--- src/rtl/mm3_seq_ctrl.sv ---
// Sequencing controller for a 3x3 output-stationary systolic matrix array.
// Latches operands, clears the array, feeds skewed streams, captures results.
module mm3_seq_ctrl #(
   parameter int data_size = 8,
   parameter int drain_cyc = 2
) (
   input  logic                         clk,
   input  logic                         reset,
   input  logic                         start,
   input  logic [9*data_size-1:0]       a_flat,
   input  logic [9*data_size-1:0]       b_flat,
   output logic                         busy,
   output logic                         done,
   output logic                         arr_reset,
   output logic [data_size-1:0]         a1,
   output logic [data_size-1:0]         a2,
   output logic [data_size-1:0]         a3,
   output logic [data_size-1:0]         b1,
   output logic [data_size-1:0]         b2,
   output logic [data_size-1:0]         b3,
   input  logic [2*data_size:0]         c1,
   input  logic [2*data_size:0]         c2,
   input  logic [2*data_size:0]         c3,
   input  logic [2*data_size:0]         c4,
   input  logic [2*data_size:0]         c5,
   input  logic [2*data_size:0]         c6,
   input  logic [2*data_size:0]         c7,
   input  logic [2*data_size:0]         c8,
   input  logic [2*data_size:0]         c9,
   output logic [9*(2*data_size+1)-1:0] c_flat
);

   localparam int DW  = data_size;
   localparam int DCW = (drain_cyc > 1) ? $clog2(drain_cyc) : 1;

   typedef enum logic [2:0] {
      IDLE,
      CLR,
      FEED,
      DRAIN,
      DONE
   } state_t;

   state_t                       r_state;
   state_t                       w_state_nxt;
   logic [2:0]                   r_step;
   logic [2:0]                   w_step_nxt;
   logic [DCW-1:0]               r_drn;
   logic [DCW-1:0]               w_drn_nxt;
   logic                         w_load;
   logic                         w_cap;
   logic [9*DW-1:0]              r_a;
   logic [9*DW-1:0]              r_b;
   logic [2:0][DW-1:0]           r_ao;
   logic [2:0][DW-1:0]           r_bo;
   logic [2:0][DW-1:0]           w_ao_nxt;
   logic [2:0][DW-1:0]           w_bo_nxt;
   logic [9*(2*DW+1)-1:0]        r_c;

   always_comb begin
      w_state_nxt = r_state;
      w_step_nxt  = r_step;
      w_drn_nxt   = r_drn;
      w_load      = 1'b0;
      w_cap       = 1'b0;
      unique case (r_state)
         IDLE: begin
            if (start) begin
               w_load      = 1'b1;
               w_state_nxt = CLR;
            end
         end
         CLR: begin
            w_state_nxt = FEED;
            w_step_nxt  = 3'd0;
         end
         FEED: begin
            if (r_step == 3'd6) begin
               w_state_nxt = DRAIN;
               w_drn_nxt   = '0;
            end else begin
               w_step_nxt = r_step + 3'd1;
            end
         end
         DRAIN: begin
            if (r_drn == DCW'(drain_cyc - 1)) begin
               w_cap       = 1'b1;
               w_state_nxt = DONE;
            end else begin
               w_drn_nxt = r_drn + 1'b1;
            end
         end
         DONE: begin
            w_state_nxt = IDLE;
         end
         default: begin
            w_state_nxt = IDLE;
         end
      endcase
   end

   // Streams are registered, so they are selected from the upcoming step.
   always_comb begin
      w_ao_nxt = '0;
      w_bo_nxt = '0;
      if (w_state_nxt == FEED) begin
         for (int r = 0; r < 3; r++) begin
            for (int k = 0; k < 3; k++) begin
               if (w_step_nxt == 3'(r + k)) begin
                  w_ao_nxt[r] = r_a[DW*(3*r+k) +: DW];
                  w_bo_nxt[r] = r_b[DW*(3*k+r) +: DW];
               end
            end
         end
      end
   end

   always_ff @(posedge clk) begin
      if (!reset) begin
         r_state <= IDLE;
         r_step  <= '0;
         r_drn   <= '0;
         r_a     <= '0;
         r_b     <= '0;
         r_ao    <= '0;
         r_bo    <= '0;
         r_c     <= '0;
      end else begin
         r_state <= w_state_nxt;
         r_step  <= w_step_nxt;
         r_drn   <= w_drn_nxt;
         r_ao    <= w_ao_nxt;
         r_bo    <= w_bo_nxt;
         if (w_load) begin
            r_a <= a_flat;
            r_b <= b_flat;
         end
         if (w_cap) begin
            r_c <= {c9, c8, c7, c6, c5, c4, c3, c2, c1};
         end
      end
   end

   assign busy      = (r_state == CLR) || (r_state == FEED) ||
                      (r_state == DRAIN);
   assign done      = (r_state == DONE);
   assign arr_reset = reset && (r_state != CLR);
   assign a1        = r_ao[0];
   assign a2        = r_ao[1];
   assign a3        = r_ao[2];
   assign b1        = r_bo[0];
   assign b2        = r_bo[1];
   assign b3        = r_bo[2];
   assign c_flat    = r_c;

endmodule

--- config.mk ---
export PLATFORM = sky130hd
export DESIGN_NAME = mm3_seq_ctrl
export DESIGN_NICKNAME = d
export VERILOG_FILES = /design/src/rtl/mm3_seq_ctrl.sv
export SDC_FILE = /design/constraint.sdc
export NUM_CORES = 1
export LEC_CHECK = 0
export ABC_AREA = 0
export BUFFER_PORTS_ARGS = -buffer_cell sky130_fd_sc_hd__buf_2
export CAP_MARGIN = 15
export CORE_AREA = 3 3 194 196
export CTS_BUF_LIST = sky130_fd_sc_hd__clkbuf_4 sky130_fd_sc_hd__clkbuf_8
export DETAILED_ROUTE_END_ITERATION = 16
export DIE_AREA = 0 0 197 199
export GPL_ROUTABILITY_DRIVEN = 0
export PLACE_DENSITY = 0.57
export RECOVER_POWER = 100
export SLEW_MARGIN = 10
export SYNTH_ARGS = -nofsm -noshare
export SYNTH_HDL_FRONTEND = slang
export SYNTH_SLANG_ARGS = --single-unit
--- constraint.sdc ---
create_clock -name clk -period 6.7 [get_ports clk]
set_input_delay 0.335 -clock clk [delete_from_list [all_inputs] [get_ports clk]]
set_output_delay 0.335 -clock clk [all_outputs]
set_load 0.05 [all_outputs]
; ---- After elaboration in Yosys (flattened, before gate mapping)
; Cells that the tools add are included.
[totals]
ff_bits = 352
latch_bits = 0
mem_bits_rw = 0
mem_bits_ro = 0
in_bits = 300
output_inout_bits = 204
wordCells = 65
n_memories = 0
[classes]
n_addsub = 2
multipliers = 0
div = 0
magnitude_cmp = 0
n_eq_ne = 12
shifts = 0
muxes = 31
bitwise_logic = 0
reduce_logical = 8
[ops]
columns = cell, n
row1 = two-way mux 8 bit, 18
row2 = == test 3 x 2 -> 1 bit (second input constant), 5
row3 = two-way mux 3 bit, 4
row4 = one-hot mux 3 bit (4 select lines), 1
row5 = == test 3 bit (second input constant), 3
row6 = == test 3 x 1 -> 1 bit (second input constant), 2
row7 = logical NOT 3 bit, 2
row8 = two-way mux 1 bit, 6
row9 = one-hot mux 3 bit (2 select lines), 1
row10 = AND reduction 2 bit, 2
row11 = adder 3 x 1 -> 3 bit (second input constant), 1
row12 = inequality test 3 x 1 -> 1 bit (second input constant), 1
row13 = logical OR 1 bit, 2
row14 = inequality test 2 bit (second input constant), 1
row15 = one-hot mux 1 bit (2 select lines), 1
row16 = nonzero test 2 bit, 1
row17 = adder 1 bit (second input constant), 1
row18 = logical AND 1 bit, 1

; ---- Longest topological paths before layout
; Gate-level depths: netlist of run 1.
[depth]
ltp_word = 7
ltp_mapped = 10
ltp_nobuf = 7

; ---- Least setup slack after synthesis of run 1
; Ideal clock, no wire load.
[synth_timing]
kind = register to register
startpoint = register r_step[0]
endpoint = register r_bo (netlist bit b1[5])
setup_ps = 128
t_arrival_ps = 2051
t_required_ps = 6572
path_slack_ps = 4521
stages_incl_launch_ff = 10
path_buffers = 2
period_less_slack_ps = 2179
path_cell_list = dfxtp_1 > inv_1 > ha_1 > nor4b_1 > a211o_1 > buf_6 > buf_2 > mux2_2 > a22oi_1 > nor2_1
[synth_via]
elab_chain_cells = 7
elab_cells_between_ends = 14
cone_classes = add/sub: 1 / eq/ne: 4 / mux: 7 / reduce/logical: 2
[synth_lines]
columns = item, line_no
row1 = start: declaration, 46  ; logic [2:0] r_step;
row2 = start signal: assignment, 130  ; r_step <= w_step_nxt;
row3 = adder 3 x 1 -> 3 bit or == test 3 bit (tied branches), "82, 78"
row4 = two-way mux 3 bit, 78  ; if (r_step == 3'd6) begin
row5 = one-hot mux 3 bit (2 select lines), 66  ; unique case (r_state)
row6 = logical NOT 3 bit, 109  ; if (w_step_nxt == 3'(r + k)) begin
row7 = two-way mux 8 bit (3 in series), 109
row8 = end signal: assignment, 133  ; r_bo <= w_bo_nxt;
row9 = end: declaration, 55  ; logic [2:0][DW-1:0] r_bo;
; Several ways; a longest one is shown, not always the timed one.
; A chain may end at the register's enable or synchronous reset.

; ---- Final worst setup path of run 1
[layout_timing]
startpoint = register r_state[1]
endpoint = register r_c[44] (netlist: c_flat[44])
[layout_via]
elab_chain_cells = 2
[layout_lines]
columns = item, line_no
row1 = start: declaration, 44  ; state_t r_state;
row2 = start signal: assignment, 129  ; r_state <= w_state_nxt;
row3 = == test 3 x 2 -> 1 bit, 66
row4 = two-way mux 1 bit, 66
row5 = end signal: assignment, 139  ; r_c <= {c9, c8, c7, c6, c5, c4, c3, c2, c1};
row6 = end: declaration, 58  ; logic [9*(2*DW+1)-1:0] r_c;
; Every way passes these cells.

==> impl_metrics.json, run 1 <==
{
  "ys_async_sr_fraction_pct": 0,
  "yosysMostFrequentCell": "nand2_1",
  "ir_drop_mv": 0.186,
  "core_area_um2": 36300,
  "cts_buffers": 60,
  "yosysWarnings": 0,
  "die-area_um2": 39200,
  "area_delta_synth_final_pct": 51.3,
  "grt_pass1_vias": 13300,
  "clock-root-buffer": "clkbuf_8",
  "drc": 0,
  "grt_first_pass_wirelength_um": 70900,
  "setup_ws_ps": 1970,
  "r2r-start": "r_state[1]",
  "fin_tns_setup_ps": 0,
  "synth_ff_type": "dfxtp_1",
  "synth_edf_count": 0,
  "ys_ff_latch": 352,
  "yosys.area.top_type": "dfxtp_1",
  "wl_um": 47100,
  "r2r_setup_slack_ps": 1970,
  "n_fill_cell": 3422,
  "p_per_area_nw_per_um2": 249,
  "synth.distinct_cells": 42,
  "antenna_found_initial": 1,
  "ios": 504,
  "antenna_cells": 0,
  "rows": 70,
  "endpoint_kind": "flip-flop",
  "clk_pin_slew_ps": 60,
  "synth_cells": 1562,
  "r2r_cells": 5,
  "dpl_cell_area_um2": 15400,
  "hold_viol": 0,
  "cts-resized-gates": 0,
  "via_per_inst": 4.75,
  "worstHoldStart": "start",
  "min_to": "r_state[0]",
  "clk_path_buf_depth": 3,
  "crit_fanout": 90,
  "grt_usage_pct": 22.5,
  "failed_checks": "max-capacitance violations, max-slew violations",
  "syn_area_um2": 12800,
  "wire_per_inst_um": 16.7,
  "finalNetCount": 2614,
  "cts.htree.levels": 2,
  "hp-class": "input pin to flip-flop",
  "drive_gt1_share_pct": 18.4,
  "outcome": "finished with violations",
  "final_area_um2": 19300,
  "clock_latency_ps": 630,
  "drtPass1Iterations": 4,
  "setup_viol": 0,
  "critical_path_class": "flip-flop to flip-flop",
  "drv_slew": 286,
  "synth_top_area_share_pct": 55.2,
  "portBuffers": 503,
  "post_cts_buffers": 0,
  "vias": 13400,
  "worstPathRequired_ps": 7160,
  "overflow": 0,
  "tightest_slew_ps": 2520,
  "grt_max_degree": 147,
  "fmax_mhz": 211,
  "start_util_pct": 35.2,
  "crit_chain": "and2b_1, nand3_1, clkbuf_2, nand2_1, a21oi_1",
  "drt_iter0_drc": 645,
  "crit_path_top_delay_cell": "nand3_1",
  "reg2reg_to": "c_flat[44]",
  "rsz0062_at_grt": "false",
  "period_share_pct": 70.6,
  "ant_nets": 0,
  "yosysSeqAreaShare_pct": 55.2,
  "place_ws_ps": 3300,
  "hold_depth": 3,
  "dpl.hpwl_um": 29800,
  "max_stage_delay_ps": 1700,
  "ys_top_cells_by_count": "nand2_1, dfxtp_1, a21oi_1",
  "cts_tree": "done",
  "yosys-top-cells-area": "dfxtp_1, nand2_1, a21oi_1",
  "maxCapViolations": 7,
  "avgSynthCellArea_um2": 8.17,
  "die_w_um": 197,
  "dieHeight_um": 199,
  "cp-start-kind": "flip-flop",
  "clock_skew_ps": 15.7,
  "clock_sinks": 352,
  "cp.arrival_ps": 5190,
  "p_leak_uw": 0.00746,
  "max_slew_margin_pct": -68.6,
  "synth_nets": 1864,
  "min_period_ps": 4730
}
per-stage QoR:
step	cells	util, %	hold slack [ps]	total power [uW]
3_5_place_dp	2420	42.6	443	2690
3_3_place_gp	2420	42.6	437	2680
4_1_cts	2822	54.2	29.0	4860
5_1_grt	2823	53.2	92.4	5000
6_report	2823	53.2	73.1	4800
2_1_floorplan	1562	-	432	2520
power by group:
group / internal, uW / leakage [uW] / switching (uW)
Clock: 1160 / 0.000680 / 864
Combinational: 268 / 0.00392 / 303
Sequential: 2170 / 0.00286 / 39.0
worst max-delay path, delay by kind of cell (launching register included):
kind	cells	cell delay, ps
simple gates	3	2340
buf+inv	1	1450
flops	1	570
compound gates	1	120
per-layer routing:
metal	share of wire (%)	up-vias	global-route usage, %
met2	50	433	39.8
met4	4.3	0	11.2
li1	-	6606	-
met1	39	6265	25.6
met3	6.4	101	5.50
met5	0	-	0
cell type report:
cell class,count,area [um2],area share [%]
inverter,20,82.6,0.428
clock inverter,7,63.8,0.331
sequential,352,7050,36.5
timing repair buffer,808,5310,27.5
clock buffer,98,1200,6.21
tap,468,586,3.03
multi-input combinational,1070,5010,26.0
worst max path at each step:
| stage | end | startpoint | cells after the start | slack (ps) |
|---|---|---|---|---|
| final | c_flat[44] | r_state[1] | 5 | 1970 |
| after global routing | c_flat[15] | r_state[1] | 5 | 1580 |
| after CTS | a3[0] | r_step[0] | 6 | 3280 |
| after detailed placement | a3[0] | r_step[0] | 6 | 3300 |
| after global placement | a3[7] | r_step[0] | 6 | 3410 |
| after floorplan | b1[5] | r_step[0] | 9 | 4520 |
what timing repair did:
item | 4_1_cts | 5_1_grt
hold buffers | 297 | 0
setup endpoints to repair | 0 | 0
hold endpoints to repair | 297 | 0
cells in the final DEF, fill, tap and decap left out, drive strengths merged, types with 2 or more instances in the layout:
master and n:
nand2 598, dfxtp 352, a21oi 317, buf 305, clkbuf 304, dlygate4sd3 297
nor2 40, inv 20, mux2 17, a22oi 16, mux2i 16, o2bb2ai 16
a2111oi 16, clkinv 6, and3 4, nand3 4, and2 4, nand2b 3
nor4b 2, a211oi 2, ha 2
registers in the layout, indices dropped and copies added, names as in the netlist:
| signal | flops |
|---|---|
| b3 | 8 |
| r_a | 72 |
| a3 | 8 |
| r_b | 72 |
| a2 | 8 |
| r_state | 3 |
| a1 | 8 |
| c_flat | 153 |
| r_drn | 1 |
| r_step | 3 |
| b1 | 8 |
| b2 | 8 |
kinds of logic after synthesis:
group	synth area share, %
AND/OR/NAND/NOR	20.0
buffers and inverters	4.76
flip-flops	55.2
AO/OA/AOI/OAI	17.0
adder cells (fa/ha/maj)	0.196
multiplexers	2.76
(Power assumes the default switching activity.)
==> inputs of run 2 (changes only) <==
--- a/config.mk
+++ b/config.mk
@@ -13,7 +13,7 @@
 export DETAILED_ROUTE_END_ITERATION = 16
 export DIE_AREA = 0 0 197 199
 export GPL_ROUTABILITY_DRIVEN = 0
-export PLACE_DENSITY = 0.57
+export PLACE_DENSITY = 0.59
 export RECOVER_POWER = 100
 export SLEW_MARGIN = 10
 export SYNTH_ARGS = -nofsm -noshare
==> constraint.sdc (replaced) <==
create_clock -name clk -period 4.2 [get_ports clk]
set_input_delay 0.21 -clock clk [delete_from_list [all_inputs] [get_ports clk]]
set_output_delay 0.21 -clock clk [all_outputs]
set_load 0.05 [all_outputs]
==> run 2 against run 1 <==
Compared with the run above:
- the flow still finishes with violations (max-capacitance violations, max-slew violations)
- sequential power increased by 59%
- utilization increased by 0.72 points
- total power grew 64%
- critical path depth did not move
- first-iteration DRC count is 5.0% lower
- hold slack better by 300 ps
- flip-flop and latch count stayed put
- combinational power increased by 61%
- final area grew 1.3%
- global-route usage rose by 0.72 points
- routed wire length increased by 2.6%
- setup slack lost 990 ps
==> impl_metrics.json, run 2 (synthesized netlist as in run 1, its figures left out) <==
{
  "clk_path_buf_depth": 3,
  "clock_sinks": 352,
  "finalNetCount": 2629,
  "dpl.hpwl_um": 30700,
  "hp-class": "input pin to flip-flop",
  "mostFrequentLayoutCell": "nand2_1",
  "core_area_um2": 36300,
  "fin_tns_setup_ps": 0,
  "grt_first_pass_wirelength_um": 73200,
  "ant_nets": 0,
  "p_per_area_nw_per_um2": 403,
  "drc": 0,
  "antenna_found_initial": 0,
  "ir_drop_mv": 0.256,
  "drv_slew": 139,
  "min_to": "r_b[56]",
  "endpoint_kind": "flip-flop",
  "maxCapViolations": 4,
  "area_delta_synth_final_pct": 53.3,
  "hold_viol": 0,
  "cp.arrival_ps": 3760,
  "cp-start-kind": "flip-flop",
  "ios": 504,
  "drive_gt1_share_pct": 18.9,
  "die-area_um2": 39200,
  "clock_skew_ps": 23.3,
  "failed_checks": "max-capacitance violations, max-slew violations",
  "max_slew_margin_pct": -16.0,
  "whs_ps": 372,
  "fmax_mhz": 310,
  "r2r-start": "r_state[0]",
  "critical_path_class": "flip-flop to flip-flop",
  "dieHeight_um": 199,
  "grt_pass1_vias": 13900,
  "cts_tree": "done",
  "cts.htree.levels": 2,
  "vias": 13800,
  "grt_max_degree": 192,
  "outcome": "finished with violations",
  "setup_viol": 0,
  "grt_usage_pct": 23.3,
  "rsz0062_at_grt": "false",
  "crit_fanout": 74,
  "layout_common_cells": "nand2_1, dfxtp_1, a21oi_1",
  "wire_per_inst_um": 17.0,
  "r2r_setup_slack_ps": 980,
  "cts_buffers": 59,
  "min_period_ps": 3220,
  "period_share_pct": 76.7,
  "largest_register_ffs": 153,
  "p_leak_uw": 0.00757,
  "clock_latency_ps": 630,
  "reg2reg_to": "r_a[15]",
  "r2r_cells": 5,
  "drtPass1Iterations": 5,
  "clk_pin_slew_ps": 60,
  "worstPathRequired_ps": 4740,
  "rows": 70,
  "drt_iter0_drc": 613,
  "tightest_slew_ps": 1730,
  "wl_um": 48300,
  "die_w_um": 197,
  "via_per_inst": 4.85,
  "hold_depth": 4,
  "portBuffers": 503,
  "start_util_pct": 35.2,
  "overflow": 0,
  "worstHoldStart": "b_flat[56]",
  "post_cts_buffers": 0,
  "clock-root-buffer": "clkbuf_8"
}
==> run 2: cell count changes in the layout (fill, tap and decap cells not counted), moves of 2 or more <==
| cell | delta |
|---|---|
| clkbuf_4 | -9 |
| and3_4 | +2 |
| clkbuf_1 | +4 |
| bufinv_16 | +2 |
| buf_12 | +3 |
| clkbuf_8 | +8 |
| and3_1 | -2 |
| nand3_1 | -2 |
| dlygate4sd3_1 | +3 |
| clkinv_2 | +2 |
| buf_4 | +8 |
==> run 2: worst max-delay path by stage <==
stage / end / startpoint / slack (ps)
after floorplan: b1[5] / r_step[0] / 2020
after global placement: a3[0] / r_step[0] / 1510
after detailed placement: b3[1] / r_step[0] / 1410
after CTS: b3[4] / r_step[0] / 1370
after global routing: r_b[7] / r_state[0] / 640
final: r_a[15] / r_state[0] / 980
==> run 2: per-layer routing <==
layer,share of wire (%),up-vias,GRT usage [%],routed length (um)
met5,0,-,0,0
met4,4.7,0,12.3,2290
met3,6.7,122,5.32,3240
met2,50,546,40.5,24000
met1,39,6460,26.8,18800
li1,-,6647,-,-
==> run 2: what timing repair did <==
item | in CTS | in global routing
gates resized for setup | 0 | 0
hold endpoints to repair | 299 | 0
hold buffers | 300 | 0
==> run 2: area by class of cell <==
| type | instances | area [um2] |
|---|---|---|
| fillers | 3325 | 16700 |
| flip-flops and latches | 352 | 7050 |
| repair buffers | 824 | 5440 |
| multi-input cells | 1070 | 5020 |
| clock buffers | 97 | 1240 |
| well taps | 468 | 586 |
| clock inverters | 11 | 133 |
| inverters | 20 | 82.6 |
| diodes | 1 | 2.50 |
==> run 2: per-stage QoR <==
step	total power (uW)	cell area [um2]	util, %	instances	setup WS, ps
after CTS	7980	20000	55.0	2842	1370
after global routing	8210	19600	53.9	2842	640
after floorplan	4010	12800	-	1562	2020
final	7890	19600	53.9	2843	977
after detailed placement	4300	15600	43.0	2434	1410
after global placement	4280	15600	43.0	2434	1510
==> run 2: critical path: stages, from the launching register on <==
cell and delay, ps:
dfxtp_1 580, inv_2 150, nand3_2 1100, clkbuf_1 970, nand2_1 130, a21oi_1 180
==> run 2: report_power, final <==
group | total, uW | switching, uW | internal (uW)
logic | 917 | 487 | 431
registers | 3520 | 62.9 | 3460
clock network | 3450 | 1410 | 2040
==> inputs of run 3 (changes only) <==
--- a/config.mk
+++ b/config.mk
@@ -8,12 +8,12 @@
 export ABC_AREA = 0
 export BUFFER_PORTS_ARGS = -buffer_cell sky130_fd_sc_hd__buf_2
 export CAP_MARGIN = 15
-export CORE_AREA = 3 3 194 196
+export CORE_AREA = 3 3 195 197
 export CTS_BUF_LIST = sky130_fd_sc_hd__clkbuf_4 sky130_fd_sc_hd__clkbuf_8
 export DETAILED_ROUTE_END_ITERATION = 16
-export DIE_AREA = 0 0 197 199
+export DIE_AREA = 0 0 198 200
 export GPL_ROUTABILITY_DRIVEN = 0
-export PLACE_DENSITY = 0.59
+export PLACE_DENSITY = 0.56
 export RECOVER_POWER = 100
 export SLEW_MARGIN = 10
 export SYNTH_ARGS = -nofsm -noshare
==> constraint.sdc (replaced) <==
create_clock -name clk -period 3.27 [get_ports clk]
set_input_delay 0.1635 -clock clk [delete_from_list [all_inputs] [get_ports clk]]
set_output_delay 0.1635 -clock clk [all_outputs]
set_load 0.05 [all_outputs]
==> run 3 against run 2 <==
Compared with the run above:
- the flow now finishes without violations
- hold slack got worse by 58 ps
- register-to-register slack worse by 450 ps
- total power grew 27%
- clock skew shrank 6.3 ps
- global-route usage shrank 0.23 points
- setup slack got worse by 450 ps
- utilization down 0.20 points
- critical path type unchanged
- critical endpoint is now b2[4]
- largest power group unchanged
- highest routed layer unchanged
==> impl_metrics.json, run 3 (synthesized netlist as in run 1, its figures left out) <==
{
  "cp-start-kind": "flip-flop",
  "min_period_ps": 2740,
  "p_per_area_nw_per_um2": 511,
  "area_delta_synth_final_pct": 53.5,
  "critical_path_class": "flip-flop to flip-flop",
  "vias": 13500,
  "crit_fanout": 16,
  "start_util_pct": 35.0,
  "outcome": "completed",
  "hold_depth": 4,
  "largest_register_ffs": 153,
  "maxCapViolations": 0,
  "antenna_found_initial": 1,
  "drv_slew": 0,
  "met1_length_um": 19100,
  "drc": 0,
  "portBuffers": 503,
  "endpoint_kind": "flip-flop",
  "dp_cells": 2435,
  "totalPowerFinal_uw": 10000,
  "final_area_um2": 19600,
  "grt_pass1_vias": 13900,
  "clock_latency_ps": 620,
  "ir_drop_mv": 0.356,
  "highest_layer": "met4",
  "rows": 70,
  "drtPass1Iterations": 6,
  "r2r-start": "r_step[0]",
  "finalNetCount": 2629,
  "hp-class": "input pin to flip-flop",
  "via_per_inst": 4.76,
  "worstHoldStart": "a_flat[69]",
  "dieHeight_um": 200,
  "post_cts_buffers": 0,
  "dr_wl_met2_um": 22900,
  "max_slew_margin_pct": 22.9,
  "tightest_slew_ps": 1160,
  "clock_sinks": 352,
  "instances_no_fill": 2843,
  "p_leak_uw": 0.00756,
  "drt_iter0_drc": 707,
  "place_ws_ps": 658,
  "fin_tns_setup_ps": 0,
  "dpl.hpwl_um": 31600,
  "cts-resized-gates": 0,
  "r2r_cells": 7,
  "cts_tree": "done",
  "cp.arrival_ps": 3220,
  "cts_buffers": 58,
  "setup_viol": 0,
  "cts.htree.levels": 2,
  "worstPathRequired_ps": 3750,
  "clock-root-buffer": "clkbuf_8",
  "layout_common_cells": "nand2_1, dfxtp_1, a21oi_1",
  "wire_per_inst_um": 16.9,
  "rsz0062_at_grt": "false",
  "clock_skew_ps": 16.9,
  "core_area_um2": 36400,
  "r2r_setup_slack_ps": 530,
  "fmax_mhz": 364,
  "period_share_pct": 83.9,
  "die_w_um": 198,
  "hold_viol": 0,
  "overflow": 0,
  "drive_gt1_share_pct": 19.0,
  "reg2reg_to": "b2[4]",
  "wl_um": 48000,
  "die-area_um2": 39600,
  "setup_ws_ps": 525,
  "grt_max_degree": 114,
  "dpl_cell_area_um2": 15600,
  "min_to": "r_a[69]",
  "ios": 504,
  "clk_pin_slew_ps": 60,
  "mostFrequentLayoutCell": "nand2_1",
  "grt_first_pass_wirelength_um": 72900,
  "clk_path_buf_depth": 3,
  "grt_usage_pct": 23.0,
  "ant_nets": 0,
  "dr_wl_met3_um": 3250
}
==> run 3: cell types whose count changed in the layout (fill, tap and decap cells not counted), moves of 2 or more <==
cell       delta
clkbuf_8      -5
buf_4         -3
a2111oi_4     +2
and3_2        +2
buf_12        +2
clkinv_2      -2
and3_4        -2
clkbuf_4      +7
a2111oi_0     -2
==> run 3: cell type report <==
cell class / count / area (um2)
Timing Repair Buffer: 825 / 5470
Clock inverter: 9 / 100
Sequential cell: 352 / 7050
Inverter: 20 / 82.6
Antenna cell: 1 / 2.50
Clock buffer: 98 / 1220
Tap cell: 468 / 586
Fill cell: 3416 / 16900
Multi-Input combinational cell: 1070 / 5070
==> run 3: how the worst max path moves through the flow <==
stage / to / slack, ps / startpoint
2_1_floorplan: b1[5] / 1090 / r_step[0]
5_1_grt: b2[4] / 270 / r_step[0]
3_3_place_gp: b2[1] / 820 / r_step[0]
3_5_place_dp: a2[7] / 660 / r_step[0]
4_1_cts: b2[0] / 630 / r_step[0]
6_report: b2[4] / 530 / r_step[0]
==> run 3: where the power goes <==
group          leakage, uW  switching [uW]  internal, uW
registers          0.00286            86.0          4440
logic              0.00400             631           572
clock network     0.000698            1780          2490
==> run 3: repair_timing <==
| action | 4_1_cts | 5_1_grt |
|---|---|---|
| endpoints found under the hold margin | 299 | 0 |
| endpoints found under the setup margin | 0 | 0 |
| hold buffers | 300 | 0 |
==> run 3: stage by stage <==
step,hold slack [ps],utilization (%)
after floorplan,299,-
after global placement,404,42.9
after detailed placement,408,42.9
after CTS,250,54.7
after global routing,297,53.7
final,314,53.7
==> run 3: layer usage <==
| layer | vias to the layer above | track usage (%) |
|---|---|---|
| met5 | - | 0 |
| met4 | 0 | 13.4 |
| met3 | 134 | 6.11 |
| met2 | 487 | 38.8 |
| met1 | 6263 | 26.6 |
| li1 | 6644 | - |
==> run 3: critical path, cell delays in order, from the launching register on <==
cell and delay, ps:
dfxtp_1 400, inv_1 90, ha_1 230, a21o_1 190, a221oi_2 360, nand2_2 340
and3_2 480, a2111oi_0 510
